### src/rtl/system_0_sysid_pkg.sv
// Register map, CTRL bit positions and CAPS layout of the system_0 sysid block.
// The driver-header generator reads this package as well, so offsets live only here.
package system_0_sysid_pkg;

    localparam int OFF_ID        = 0;
    localparam int OFF_TIMESTAMP = 1;
    localparam int OFF_UPTIME_LO = 2;
    localparam int OFF_UPTIME_HI = 3;
    localparam int OFF_CTRL      = 4;
    localparam int OFF_CAPS      = 5;
    localparam int OFF_SCRATCH0  = 8;

    localparam int CTRL_EN  = 0;
    localparam int CTRL_CLR = 1;

    localparam int CAPS_NS_LSB = 0;
    localparam int CAPS_NS_W   = 8;
    localparam int CAPS_PS_LSB = 8;
    localparam int CAPS_PS_W   = 16;

    function automatic logic [31:0] caps_word(input int prescale, input int num_scratch);
        logic [31:0] w;
        w = '0;
        w[CAPS_PS_LSB +: CAPS_PS_W] = prescale[15:0];
        w[CAPS_NS_LSB +: CAPS_NS_W] = num_scratch[7:0];
        return w;
    endfunction

endpackage

### src/rtl/system_0_sysid_regs_if.sv
// Avalon-MM slave bundle for the sysid block plus its uptime tick output.
interface system_0_sysid_regs_if #(
    parameter int ADDR_W = 4
) ();
    logic              chipselect;
    logic [ADDR_W-1:0] address;
    logic              read;
    logic              write;
    logic [31:0]       writedata;
    logic [3:0]        byteenable;
    logic [31:0]       readdata;
    logic              readdatavalid;
    logic              tick;

    modport master (
        output chipselect, address, read, write, writedata, byteenable,
        input  readdata, readdatavalid, tick
    );

    modport slave (
        input  chipselect, address, read, write, writedata, byteenable,
        output readdata, readdatavalid, tick
    );
endinterface

### src/rtl/system_0_sysid_uptime.sv
// Prescaled free-running 64-bit uptime counter with enable, synchronous clear and tick pulse.
// tick is registered: it is high in the cycle in which the incremented uptime is visible.
module system_0_sysid_uptime #(
    parameter int PRESCALE = 50
) (
    input  logic        clock,
    input  logic        reset,
    input  logic        en,
    input  logic        clr,
    output logic [63:0] uptime,
    output logic        tick
);

    localparam int            PW   = (PRESCALE > 1) ? $clog2(PRESCALE) : 1;
    localparam logic [PW-1:0] LAST = PW'(PRESCALE - 1);

    logic [PW-1:0] pre;
    logic          wrap;

    assign wrap = en && (pre == LAST);

    // Clear takes priority over a coincident wrap so software sees a clean zero.
    always_ff @(posedge clock or posedge reset) begin
        if (reset) begin
            pre    <= '0;
            uptime <= '0;
            tick   <= 1'b0;
        end else if (clr) begin
            pre    <= '0;
            uptime <= '0;
            tick   <= 1'b0;
        end else begin
            tick <= wrap;
            if (wrap) begin
                pre    <= '0;
                uptime <= uptime + 64'd1;
            end else if (en) begin
                pre <= pre + 1'b1;
            end
        end
    end

endmodule

### src/rtl/system_0_sysid_regs.sv
// System-ID / housekeeping Avalon-MM slave: ID, timestamp, uptime, CTRL, CAPS, scratch words.
// Reads complete with fixed latency 1 via readdatavalid; no waitrequest, read wins over write.
module system_0_sysid_regs
    import system_0_sysid_pkg::*;
#(
    parameter logic [31:0] SYSID_ID    = 32'h6688_1AD9,
    parameter logic [31:0] TIMESTAMP   = 32'h0,
    parameter int          NUM_SCRATCH = 4,
    parameter int          PRESCALE    = 50,
    parameter int          ADDR_W      = 4
) (
    input  logic                  clock,
    input  logic                  reset,
    system_0_sysid_regs_if.slave  bus
);

    localparam int SW = (NUM_SCRATCH > 1) ? $clog2(NUM_SCRATCH) : 1;

    logic [ADDR_W-1:0] addr;
    logic              rd_acc;
    logic              wr_acc;
    logic              in_scratch;
    logic [SW-1:0]     sidx;
    logic [31:0]       scratch [NUM_SCRATCH];
    logic [31:0]       hi_shadow;
    logic [31:0]       rdata;
    logic              en;
    logic              clr;
    logic              ctrl_wr;
    logic [63:0]       uptime;

    assign addr       = bus.address;
    assign rd_acc     = bus.chipselect && bus.read;
    assign wr_acc     = bus.chipselect && bus.write && !bus.read;
    assign in_scratch = (addr >= ADDR_W'(OFF_SCRATCH0)) &&
                        (addr <  ADDR_W'(OFF_SCRATCH0 + NUM_SCRATCH));
    assign sidx       = SW'(addr - ADDR_W'(OFF_SCRATCH0));
    assign ctrl_wr    = wr_acc && (addr == ADDR_W'(OFF_CTRL)) && bus.byteenable[0];
    assign clr        = ctrl_wr && bus.writedata[CTRL_CLR];

    system_0_sysid_uptime #(.PRESCALE(PRESCALE)) u_uptime (
        .clock  (clock),
        .reset  (reset),
        .en     (en),
        .clr    (clr),
        .uptime (uptime),
        .tick   (bus.tick)
    );

    always_ff @(posedge clock or posedge reset) begin
        if (reset) begin
            en <= 1'b1;
        end else if (ctrl_wr) begin
            en <= bus.writedata[CTRL_EN];
        end
    end

    always_ff @(posedge clock or posedge reset) begin
        if (reset) begin
            for (int i = 0; i < NUM_SCRATCH; i++) scratch[i] <= '0;
        end else if (wr_acc && in_scratch) begin
            for (int b = 0; b < 4; b++) begin
                if (bus.byteenable[b]) scratch[sidx][8*b +: 8] <= bus.writedata[8*b +: 8];
            end
        end
    end

    always_comb begin
        rdata = '0;
        if (in_scratch) begin
            rdata = scratch[sidx];
        end else begin
            case (addr)
                ADDR_W'(OFF_ID):        rdata = SYSID_ID;
                ADDR_W'(OFF_TIMESTAMP): rdata = TIMESTAMP;
                ADDR_W'(OFF_UPTIME_LO): rdata = uptime[31:0];
                ADDR_W'(OFF_UPTIME_HI): rdata = hi_shadow;
                ADDR_W'(OFF_CTRL):      rdata[CTRL_EN] = en;
                ADDR_W'(OFF_CAPS):      rdata = caps_word(PRESCALE, NUM_SCRATCH);
                default:                rdata = '0;
            endcase
        end
    end

    // The high half is snapshotted by the low-half read so a 64-bit value is coherent.
    always_ff @(posedge clock or posedge reset) begin
        if (reset) begin
            bus.readdata      <= '0;
            bus.readdatavalid <= 1'b0;
            hi_shadow         <= '0;
        end else begin
            bus.readdatavalid <= rd_acc;
            if (rd_acc) bus.readdata <= rdata;
            if (rd_acc && addr == ADDR_W'(OFF_UPTIME_LO)) hi_shadow <= uptime[63:32];
        end
    end

endmodule
### src/flat_wrapper.sv
// flat-port wrapper written by rule: the top's interface ports become plain ports
module system_0_sysid_regs_flat import system_0_sysid_pkg::*;
#(
    parameter logic [31:0] SYSID_ID    = 32'h6688_1AD9,
    parameter logic [31:0] TIMESTAMP   = 32'h0,
    parameter int          NUM_SCRATCH = 4,
    parameter int          PRESCALE    = 50,
    parameter int          ADDR_W      = 4
)
  (clock, reset, bus_chipselect, bus_address, bus_read, bus_write, bus_writedata, bus_byteenable, bus_readdata, bus_readdatavalid, bus_tick);
  system_0_sysid_regs_if #(.ADDR_W(ADDR_W)) bus_i ();
  input  logic clock;
  input  logic reset;
  input wire logic [$bits(bus_i.chipselect)-1:0] bus_chipselect;
  input wire logic [$bits(bus_i.address)-1:0] bus_address;
  input wire logic [$bits(bus_i.read)-1:0] bus_read;
  input wire logic [$bits(bus_i.write)-1:0] bus_write;
  input wire logic [$bits(bus_i.writedata)-1:0] bus_writedata;
  input wire logic [$bits(bus_i.byteenable)-1:0] bus_byteenable;
  output wire logic [$bits(bus_i.readdata)-1:0] bus_readdata;
  output wire logic [$bits(bus_i.readdatavalid)-1:0] bus_readdatavalid;
  output wire logic [$bits(bus_i.tick)-1:0] bus_tick;
  assign bus_i.chipselect = bus_chipselect;
  assign bus_i.address = bus_address;
  assign bus_i.read = bus_read;
  assign bus_i.write = bus_write;
  assign bus_i.writedata = bus_writedata;
  assign bus_i.byteenable = bus_byteenable;
  assign bus_readdata = bus_i.readdata;
  assign bus_readdatavalid = bus_i.readdatavalid;
  assign bus_tick = bus_i.tick;
  system_0_sysid_regs #(.SYSID_ID(SYSID_ID), .TIMESTAMP(TIMESTAMP), .NUM_SCRATCH(NUM_SCRATCH), .PRESCALE(PRESCALE), .ADDR_W(ADDR_W)) u_core (.clock(clock), .reset(reset), .bus(bus_i));
endmodule
### config.mk
export PLATFORM = sky130hd
export DESIGN_NAME = system_0_sysid_regs_flat
export DESIGN_NICKNAME = d
export VERILOG_FILES = /design/src/rtl/system_0_sysid_pkg.sv /design/src/rtl/system_0_sysid_regs_if.sv /design/src/rtl/system_0_sysid_uptime.sv /design/src/rtl/system_0_sysid_regs.sv /design/src/flat_wrapper.sv
export SDC_FILE = /design/constraint.sdc
export NUM_CORES = 1
export LEC_CHECK = 0
export ABC_AREA = 1
export CAP_MARGIN = 5
export CELL_PAD_IN_SITES_DETAIL_PLACEMENT = 0
export CELL_PAD_IN_SITES_GLOBAL_PLACEMENT = 1
export CORE_MARGIN = 3
export CORE_UTILIZATION = 44
export DETAILED_ROUTE_END_ITERATION = 8
export PLACE_DENSITY = 0.76
export SLEW_MARGIN = 20
export SYNTH_ARGS = -nofsm -noshare
export SYNTH_HDL_FRONTEND = slang
export SYNTH_HIERARCHICAL = 1
export SYNTH_SLANG_ARGS = --single-unit
### constraint.sdc
create_clock -name clock -period 8.8 [get_ports clock]
set_clock_uncertainty 0.05 [all_clocks]
set_input_delay 1.32 -clock clock [delete_from_list [all_inputs] [get_ports clock]]
set_output_delay 1.32 -clock clock [all_outputs]
set_load 0.02 [all_outputs]
[Yosys cells after proc, flatten, opt, wreduce, memory -nomap -nowiden]
Index checks and enable logic that the tools add are counted.
Cells by class
  $lt $le $gt $ge: 4
  bitwise operators: 1
  mux-type cells: 31
  reduce and logical (&&, ||, !) cells: 15
  equal/unequal tests: 5
  add/subtract/negate cells: 3
Operators with widths (number)
  128-bit two-way mux: 7
  128-bit bitwise mux: 4
  32-bit demux with 2-bit select: 4
  32-bit two-way mux: 4
  64-bit two-way mux: 2
  31-bit one-hot mux with 4 select lines: 1
  64-bit by 1-bit adder with 64-bit output (second input constant): 1
  32-bit binary-select mux with 2-bit select: 1
  24-bit two-way mux: 1
  6-bit two-way mux: 3
  16-bit two-way mux: 1
  1-bit logical AND: 11
  4-bit by 2-bit == test with 1-bit output (second input constant): 2
  4-bit by 3-bit == test with 1-bit output (second input constant): 2
  8-bit two-way mux: 1
  6-bit by 1-bit adder with 6-bit output (second input constant): 1
  6-bit == test (second input constant): 1
  4-bit >= comparator (second input constant): 1
  4-bit logical NOT: 1
  4-bit < comparator (second input constant): 1
  1-bit one-hot mux with 4 select lines: 1
  3-bit >= comparator (second input constant): 1
  3-bit by 1-bit < comparator with 1-bit output (second input constant): 1
  2-bit inverter with 3-bit output: 1
  other kinds (5): 5
Storage, ports and cells
  bits of input ports: 45
  register bits after elaboration: 265

[Longest topological paths before layout]
Gate-level depths: netlist (run 1).
  depth in word-level cells: 17
  gate-level depth with buffers: 12
  depth with buffers taken out: 12

[By module]
The synthesis (run 1) kept the hierarchy.
Modules (own cells, without submodules)
  system_0_sysid_regs: area an instance 9014.9 µm², seq. area each 4855.9 µm², times used 1, cells an instance 1131
  system_0_sysid_uptime: area an instance 4429.2 µm², seq. area each 1776.7 µm², times used 1, cells an instance 668

[Worst setup path after synthesis (run 1)]
OpenSTA, ideal clock, no wires.
  path type: in2reg
  from: input port bus_address[0]
  to: register u_core.u_uptime.pre[5]
  data arrival time: 2.987 ns
  path slack: 5.640 ns
  stages: 9
  library setup time: 0.123 ns
  data required time: 8.627 ns
  cells stage by stage: nor2_1 > clkbuf_1 > nand4_1 > nor2_1 > nor2_1 > nor3b_1 > nand2_1 > o21ai_0 > a21oi_1
On the way
  cells in the longest elaborated chain, start to end: 5
  elaborated cells between the ends (all ways): 6
  those cells by class: eq/ne: 1; mux: 1; reduce/logical: 4
Ends and longest elaborated chain
  start: declaration: RTL line flat_wrapper.sv:15  | input wire logic [$bits(bus_i.address)-1:0] bus_address;
  4-bit by 3-bit == test with 1-bit output *: RTL line system_0_sysid_regs.sv:38  | assign ctrl_wr = wr_acc && (addr == ADDR_W'(OFF_CTRL)) && bus.byteenable[0];
  1-bit logical AND * (2 in a row): RTL line system_0_sysid_regs.sv:38
  1-bit logical AND *: RTL line system_0_sysid_regs.sv:39  | assign clr = ctrl_wr && bus.writedata[CTRL_CLR];
  via u_core.clr: RTL line system_0_sysid_regs.sv:28  | logic clr;
  3-bit nonzero test (no line) or 6-bit two-way mux (tied branches)
  end signal: assignment: RTL line system_0_sysid_uptime.sv:38  | pre <= pre + 1'b1;
  end: declaration: RTL line system_0_sysid_uptime.sv:17  | logic [PW-1:0] pre;
The timed path passes the listed nets; every way through them passes the cells marked *.
A chain may end at the register's enable or synchronous reset.

[Worst setup path after layout (run 1)]
  from: input port bus_address[0]
  to: register u_core/scratch[94] (netlist bit)
On the way
  cells in the longest elaborated chain, start to end: 14
  elaborated cells between the ends (all ways): 25
  those cells by class: add/sub: 1; order compare: 4; mux: 16; bitwise: 1; reduce/logical: 3
Ends and longest elaborated chain
  2-bit by 1-bit subtractor with 2-bit output: RTL line system_0_sysid_regs.sv:37  | assign sidx = SW'(addr - ADDR_W'(OFF_SCRATCH0));
  2-bit inverter with 3-bit output (implied by the code): RTL line system_0_sysid_regs.sv:63  | if (bus.byteenable[b]) scratch[sidx][8*b +: 8] <= bus.writedata[8*b +: 8];
  32-bit demux with 2-bit select: RTL line system_0_sysid_regs.sv:63
  128-bit bitwise mux: RTL line system_0_sysid_regs.sv:63
  128-bit two-way mux: RTL line system_0_sysid_regs.sv:63
  128-bit two-way mux: RTL line system_0_sysid_regs.sv:61  | end else if (wr_acc && in_scratch) begin
  128-bit bitwise mux: RTL line system_0_sysid_regs.sv:63
  128-bit two-way mux: RTL line system_0_sysid_regs.sv:63
  128-bit two-way mux: RTL line system_0_sysid_regs.sv:61
  128-bit bitwise mux: RTL line system_0_sysid_regs.sv:63
  128-bit two-way mux: RTL line system_0_sysid_regs.sv:63
  128-bit two-way mux: RTL line system_0_sysid_regs.sv:61
  128-bit bitwise mux: RTL line system_0_sysid_regs.sv:63
  128-bit two-way mux: RTL line system_0_sysid_regs.sv:63
  end signal: indexed assignment: RTL line system_0_sysid_regs.sv:63
  end: declaration: RTL line system_0_sysid_regs.sv:24  | logic [31:0] scratch [NUM_SCRATCH];
Several ways; a longest one is shown, not always the timed one. The select of a mux whose other input is x is not followed.

==> results.yml, run 1 <==
status:
  status: "completed"
grt:
  grt_max_degree: 109
  grt_pass1_wl_microns: 66100
  antenna_found_initial: 0
  grt_pass1_vias: 11500
  grt.overflow.total: 0
  grt_usage: 0.253
place:
  port_buffers: 78
  placed_area_sq_um: 14500
  place_ws_ns: 4.13
  dp_hpwl_microns: 28700
  routabilityCongestion: 0.878
setup_path:
  path_class: "input port to flop"
  critPathLaunchType: "input port"
  crit_path_end_kind: "flop"
  ff2ff_setup_slack_ns: 6.74
  reg2regPathDepth: 10
  timing.critical_path.arrival_ns: 4.39
  r2r_start: "u_core/en"
  critPathMaxFanout: 32
  crit_required_ns: 9.21
  cp-startpoint: "bus_address[0]"
sta:
  worst_pin_slew_ns: 1.14
  finalHoldViolCount: 0
  rsz0062_at_grt: "no"
  final.setup.tns_ns: 0
  fmaxAchievable_ghz: 0.251
  whs_ns: 0.421
  relSlewSlack: 0.237
  drv_slew: 0
  final.period_utilization: 0.453
  min_period_ns: 3.99
  setup_slack_ns: 4.81
  setup_viol: 0
power_and_ir_drop:
  power_leakage_nw: 7.58
  ir_drop_mv: 0.147
  p_per_area_nw_per_um2: 190
route:
  wl_microns: 41600
  wl_per_cell_microns: 18.3
  routed-via-count: 11800
  drt_iter0_drc: 948
  ant_nets: 0
  viasPerCell: 5.21
  drc: 0
  drtPass1Iterations: 5
logic_synthesis:
  synth_edf_count: 0
  syn_inst: 1799
  yosys-top-cells-count: "nand2_1, dfrtp_1, nand3_1, nor2_1, o21ai_0"
  synth_top_cell_by_area: "dfrtp_1"
  synthesis.nets: 1847
  synth.cell_area_sq_um: 13400
  yosysWarnings: 6
  ys.flop_type: "dfrtp_1"
  yosys.area.top_type_share: 0.491
  synth.avg_cell_area_sq_um: 7.47
  async_flop_share: 1.00
  yosysSeqAreaShare: 0.493
  synthTopCellsByArea: "dfrtp_1, nand2_1, nand3_1"
  ys_types: 33
  synth.most_common_cell: "nand2_1"
  synth-seq-cells: 265
clock_network:
  cts_root_buf: "clkbuf_16"
  holdBufCountCts: 0
  cts_resized: 0
  ctsLongestPathBuffers: 3
  cts_max_level: 1
  cts_tree: "done"
  cts_sinks: 265
  cts_setup_buffers: 0
  clkTransAtPathRegs_ns: 0.06
  clkLatencyLatePin_ns: 0.56
  cts_buffers: 31
finish:
  regArea_sq_um: 6630
  n_antenna_cell: 0
  finalNetCount: 1900
  fillCellCount: 3010
  drive_above_1_share: 0.0703
  syn2layout_area_growth_pct: 16.2
  multi_input_area_sq_um: 5950
  stdcell_area_sq_um: 15600
  finalCoreUtilization: 0.523
floorplanning:
  rows: 63
  coreArea_sq_um: 29900
  dieHeight_microns: 181
  start_util: 0.450
  dieArea_sq_um: 32700
  die_w_microns: 181
  ioPinCount: 79
job:
  cap_violations: 0
min_path:
  hp-class: "flop to flop"
  min_from: "u_core/hi_shadow[26]"
  hold_depth: 2
-- where the power goes --
group | total [mW] | internal, mW | leakage [nW] | switching [mW]
combinational | 0.275 | 0.0991 | 3.40 | 0.175
sequential | 1.34 | 1.29 | 3.62 | 0.0457
clock | 1.36 | 0.835 | 0.549 | 0.523
-- cell usage in the layout (no fill, tap or decap), drive strengths merged --
master	netlist	final
nand2	634	634
dfrtp	264	264
nand3	222	222
nor2	194	194
inv	155	156
o21ai	150	150
clkdlybuf4s50	0	78
a21oi	57	57
clkbuf	37	42
nand4	29	29
buf	32	11
clkinv	0	10
nor3	7	7
bufinv	0	4
o21bai	3	3
ha	3	3
nand3b	2	2
o21a	2	2
and2	2	2
clkinvlp	0	1
dfstp	1	1
a31oi	1	1
nor3b	1	1
o22ai	1	1
xor2	1	1
a22o	1	1
-- area by class of cell --
cell class	instances	area share
Clock buffer	42	0.0581
Tap cell	390	0.0312
Sequential cell	265	0.425
Clock inverter	16	0.0119
Inverter	155	0.0377
Multi-Input combinational cell	1310	0.381
Timing Repair Buffer	89	0.0553
-- flip-flops by register name, summed over array words and instances, names as in the netlist --
register and flops:
u_core/scratch 128, u_core/u_uptime/uptime 64, u_core/bus.readdata 32, u_core/hi_shadow 32, u_core/u_uptime/pre 6, u_core/bus.readdatavalid 1
u_core/en 1, u_core/u_uptime/tick 1
-- logic make-up after synthesis --
group,synth area share
DFF,0.493
buffers and inverters,0.0651
and+or+nand+nor,0.357
adders and majority gates,0.00279
AOI/OAI and AO/OA,0.0814
xor gates and xnor gates,0.000652
-- final timing paths --
| check | endpoint |
|---|---|
| hold / removal | u_core/hi_shadow[26] |
| min in group asynchronous | u_core/bus.readdata[24] |
| hold reg to reg | u_core/hi_shadow[26] |
| setup / recovery | u_core/scratch[94] |
| max in group asynchronous | u_core/scratch[15] |
| setup reg to reg | u_core/u_uptime/uptime[35] |
-- metal layers --
layer / wire length, microns / vias to the layer above / global-route usage
met2: 20100 / 256 / 0.428
met5: 0 / - / 0
met4: 639 / 0 / 0.0454
met1: 19300 / 5640 / 0.356
li1: - / 5878 / -
met3: 1490 / 45 / 0.0276
-- worst max-delay path, cell delays in order --
cell and delay, ns:
clkdlybuf4s50_1 0.46, buf_4 0.38, inv_2 0.37, nor2_4 0.82, nand3_1 0.65, o21ai_0 0.36
-- per-stage QoR --
stage / total power [mW] / cells
detailed placement: 1.63 / 2209
finish: 2.97 / 2267
CTS: 3.00 / 2267
floorplan: 1.51 / 1799
global placement: 1.63 / 2209
global route: 3.09 / 2267
(Power assumes the default switching activity.)
==> run 2, diff against run 1 <==
- CORE_UTILIZATION: 44 -> 40
- PLACE_DENSITY: 0.76 -> 0.72
- clock period: 8.8 -> 3.6 ns (I/O delays scaled with it)
==> run 2 against run 1 <==
Compared with the run above:
- worst setup slack got worse by 3.9 ns
- worst hold slack got worse by 0.0040 ns
- die area rose by 9.7%
- sequential power rose by 140%
- count of clock-buffer cells in the layout rose by 7
- flip-flop and latch count did not move
- total power rose by 150%
- global-route usage fell by 1.5 points
- register-to-register slack got worse by 5.3 ns
- utilization fell by 3.7 points
- critical path type unchanged
==> results.yml, run 2 (synthesized netlist as in run 1, its figures left out) <==
status:
  status: "completed"
route:
  wl_microns: 42300
  drc: 0
  routed-via-count: 12000
  viasPerCell: 5.12
  drtPass1Iterations: 5
  ant_nets: 0
  drt_iter0_drc: 825
  wl_per_cell_microns: 18.1
power_and_ir_drop:
  p_per_area_nw_per_um2: 459
  p_clk_frac: 0.457
  p_sw_mw: 1.85
  switching_share: 0.253
  ir_drop_mv: 0.310
  power_leakage_nw: 7.71
  seqPwrFrac: 0.447
  p_int_mw: 5.47
  combPwrFrac: 0.096
grt:
  grt.overflow.total: 0
  grt_usage: 0.237
  grt_pass1_wl_microns: 67100
  grt_pass1_vias: 11700
  antenna_found_initial: 0
  grt_max_degree: 59
sta:
  rsz0062_at_grt: "no"
  worst_pin_slew_ns: 0.815
  finalHoldViolCount: 0
  final.period_utilization: 0.743
  fmaxAchievable_ghz: 0.374
  whs_ns: 0.417
  drv_slew: 0
  final.setup.tns_ns: 0
  setup_viol: 0
  relSlewSlack: 0.456
  min_period_ns: 2.67
floorplanning:
  dieArea_sq_um: 35800
  rows: 66
  ioPinCount: 79
  die_w_microns: 189
  dieHeight_microns: 189
  start_util: 0.409
  coreArea_sq_um: 32900
clock_network:
  cts_sinks: 265
  cts_root_buf: "clkbuf_16"
  cts_setup_buffers: 0
  cts_buffers: 34
  clkLatencyLatePin_ns: 0.52
  cts_max_level: 2
  clkTransAtPathRegs_ns: 0.05
  cts_tree: "done"
  ctsLongestPathBuffers: 3
  cts_resized: 0
  holdBufCountCts: 0
finish:
  regArea_sq_um: 6630
  final_cell_mix: "nand2_1, dfrtp_1, nand3_1"
  regMostFlops: "u_core/scratch"
  finalCoreUtilization: 0.486
  syn2layout_area_growth_pct: 18.8
  n_antenna_cell: 0
  fillCellCount: 3417
  finalNetCount: 1927
  largestRegisters: "u_core/scratch x128, u_core/u_uptime/uptime x64"
  final_common_cell: "nand2_1"
  largest_reg_flops: 128
  drive_above_1_share: 0.0774
  multi_input_area_sq_um: 5950
setup_path:
  critPathMaxFanout: 16
  crit_path_end_kind: "flop"
  ff2ff_setup_slack_ns: 1.49
  crit_required_ns: 3.97
  timing.critical_path.arrival_ns: 3.04
  critPathLaunchType: "input port"
  path_class: "input port to flop"
place:
  dp_hpwl_microns: 30000
  port_buffers: 78
  routabilityCongestion: 0.867
job:
  cap_violations: 0
min_path:
  hp-class: "flop to flop"
[run 2: critical path: stages]
cell and delay, ns:
clkdlybuf4s50_1 0.58, nand2_2 0.29, nor3_4 0.68, nand3_1 0.62, o21ai_0 0.33
[run 2: area by class of cell]
type	instances	share of cell area
Clock buffer	49	0.0619
Clock inverter	7	0.00689
Inverter	155	0.0367
Multi-Input combinational cell	1310	0.372
Sequential cell	265	0.415
Tap cell	442	0.0346
Timing Repair Buffer	113	0.0724
[run 2: metal layers]
metal	wire, microns	track usage	vias to the layer above
li1	-	-	5933
met1	19600	0.331	5693
met2	19800	0.394	299
met3	2150	0.0343	51
met4	734	0.0535	0
met5	0	0	-
[run 2: per-stage QoR]
stage,setup slack (ns),total power [mW],instance area [sq um],instances
after global placement,0.438,4.02,14900,2285
after floorplan,0.506,3.70,13400,1799
after CTS,0.892,7.42,16000,2341
final,0.927,7.33,16000,2341
after detailed placement,0.356,4.03,14900,2285
after global routing,0.657,7.64,16000,2341
[run 2: power by group through the flow]
| stage | Combinational (mW) | Clock (mW) | Sequential [mW] |
|---|---|---|---|
| after floorplan | 0.357 | 0 | 3.34 |
| after global placement | 0.700 | 0 | 3.32 |
| after detailed placement | 0.711 | 0 | 3.32 |
| after CTS | 0.713 | 3.43 | 3.27 |
| after global routing | 0.790 | 3.56 | 3.29 |
| final | 0.705 | 3.35 | 3.27 |
[run 2: path summary, 6_finish.rpt]
kind	start	endpoint	cells past startpoint
max in group asynchronous	reset	u_core/scratch[8]	4
worst min-delay path	u_core/hi_shadow[13]	u_core/hi_shadow[13]	2
worst min register to register	u_core/hi_shadow[13]	u_core/hi_shadow[13]	2
worst max register to register	u_core/en	u_core/u_uptime/uptime[43]	10
min in group asynchronous	reset	u_core/u_uptime/uptime[1]	3
worst max-delay path	bus_address[3]	u_core/scratch[123]	5
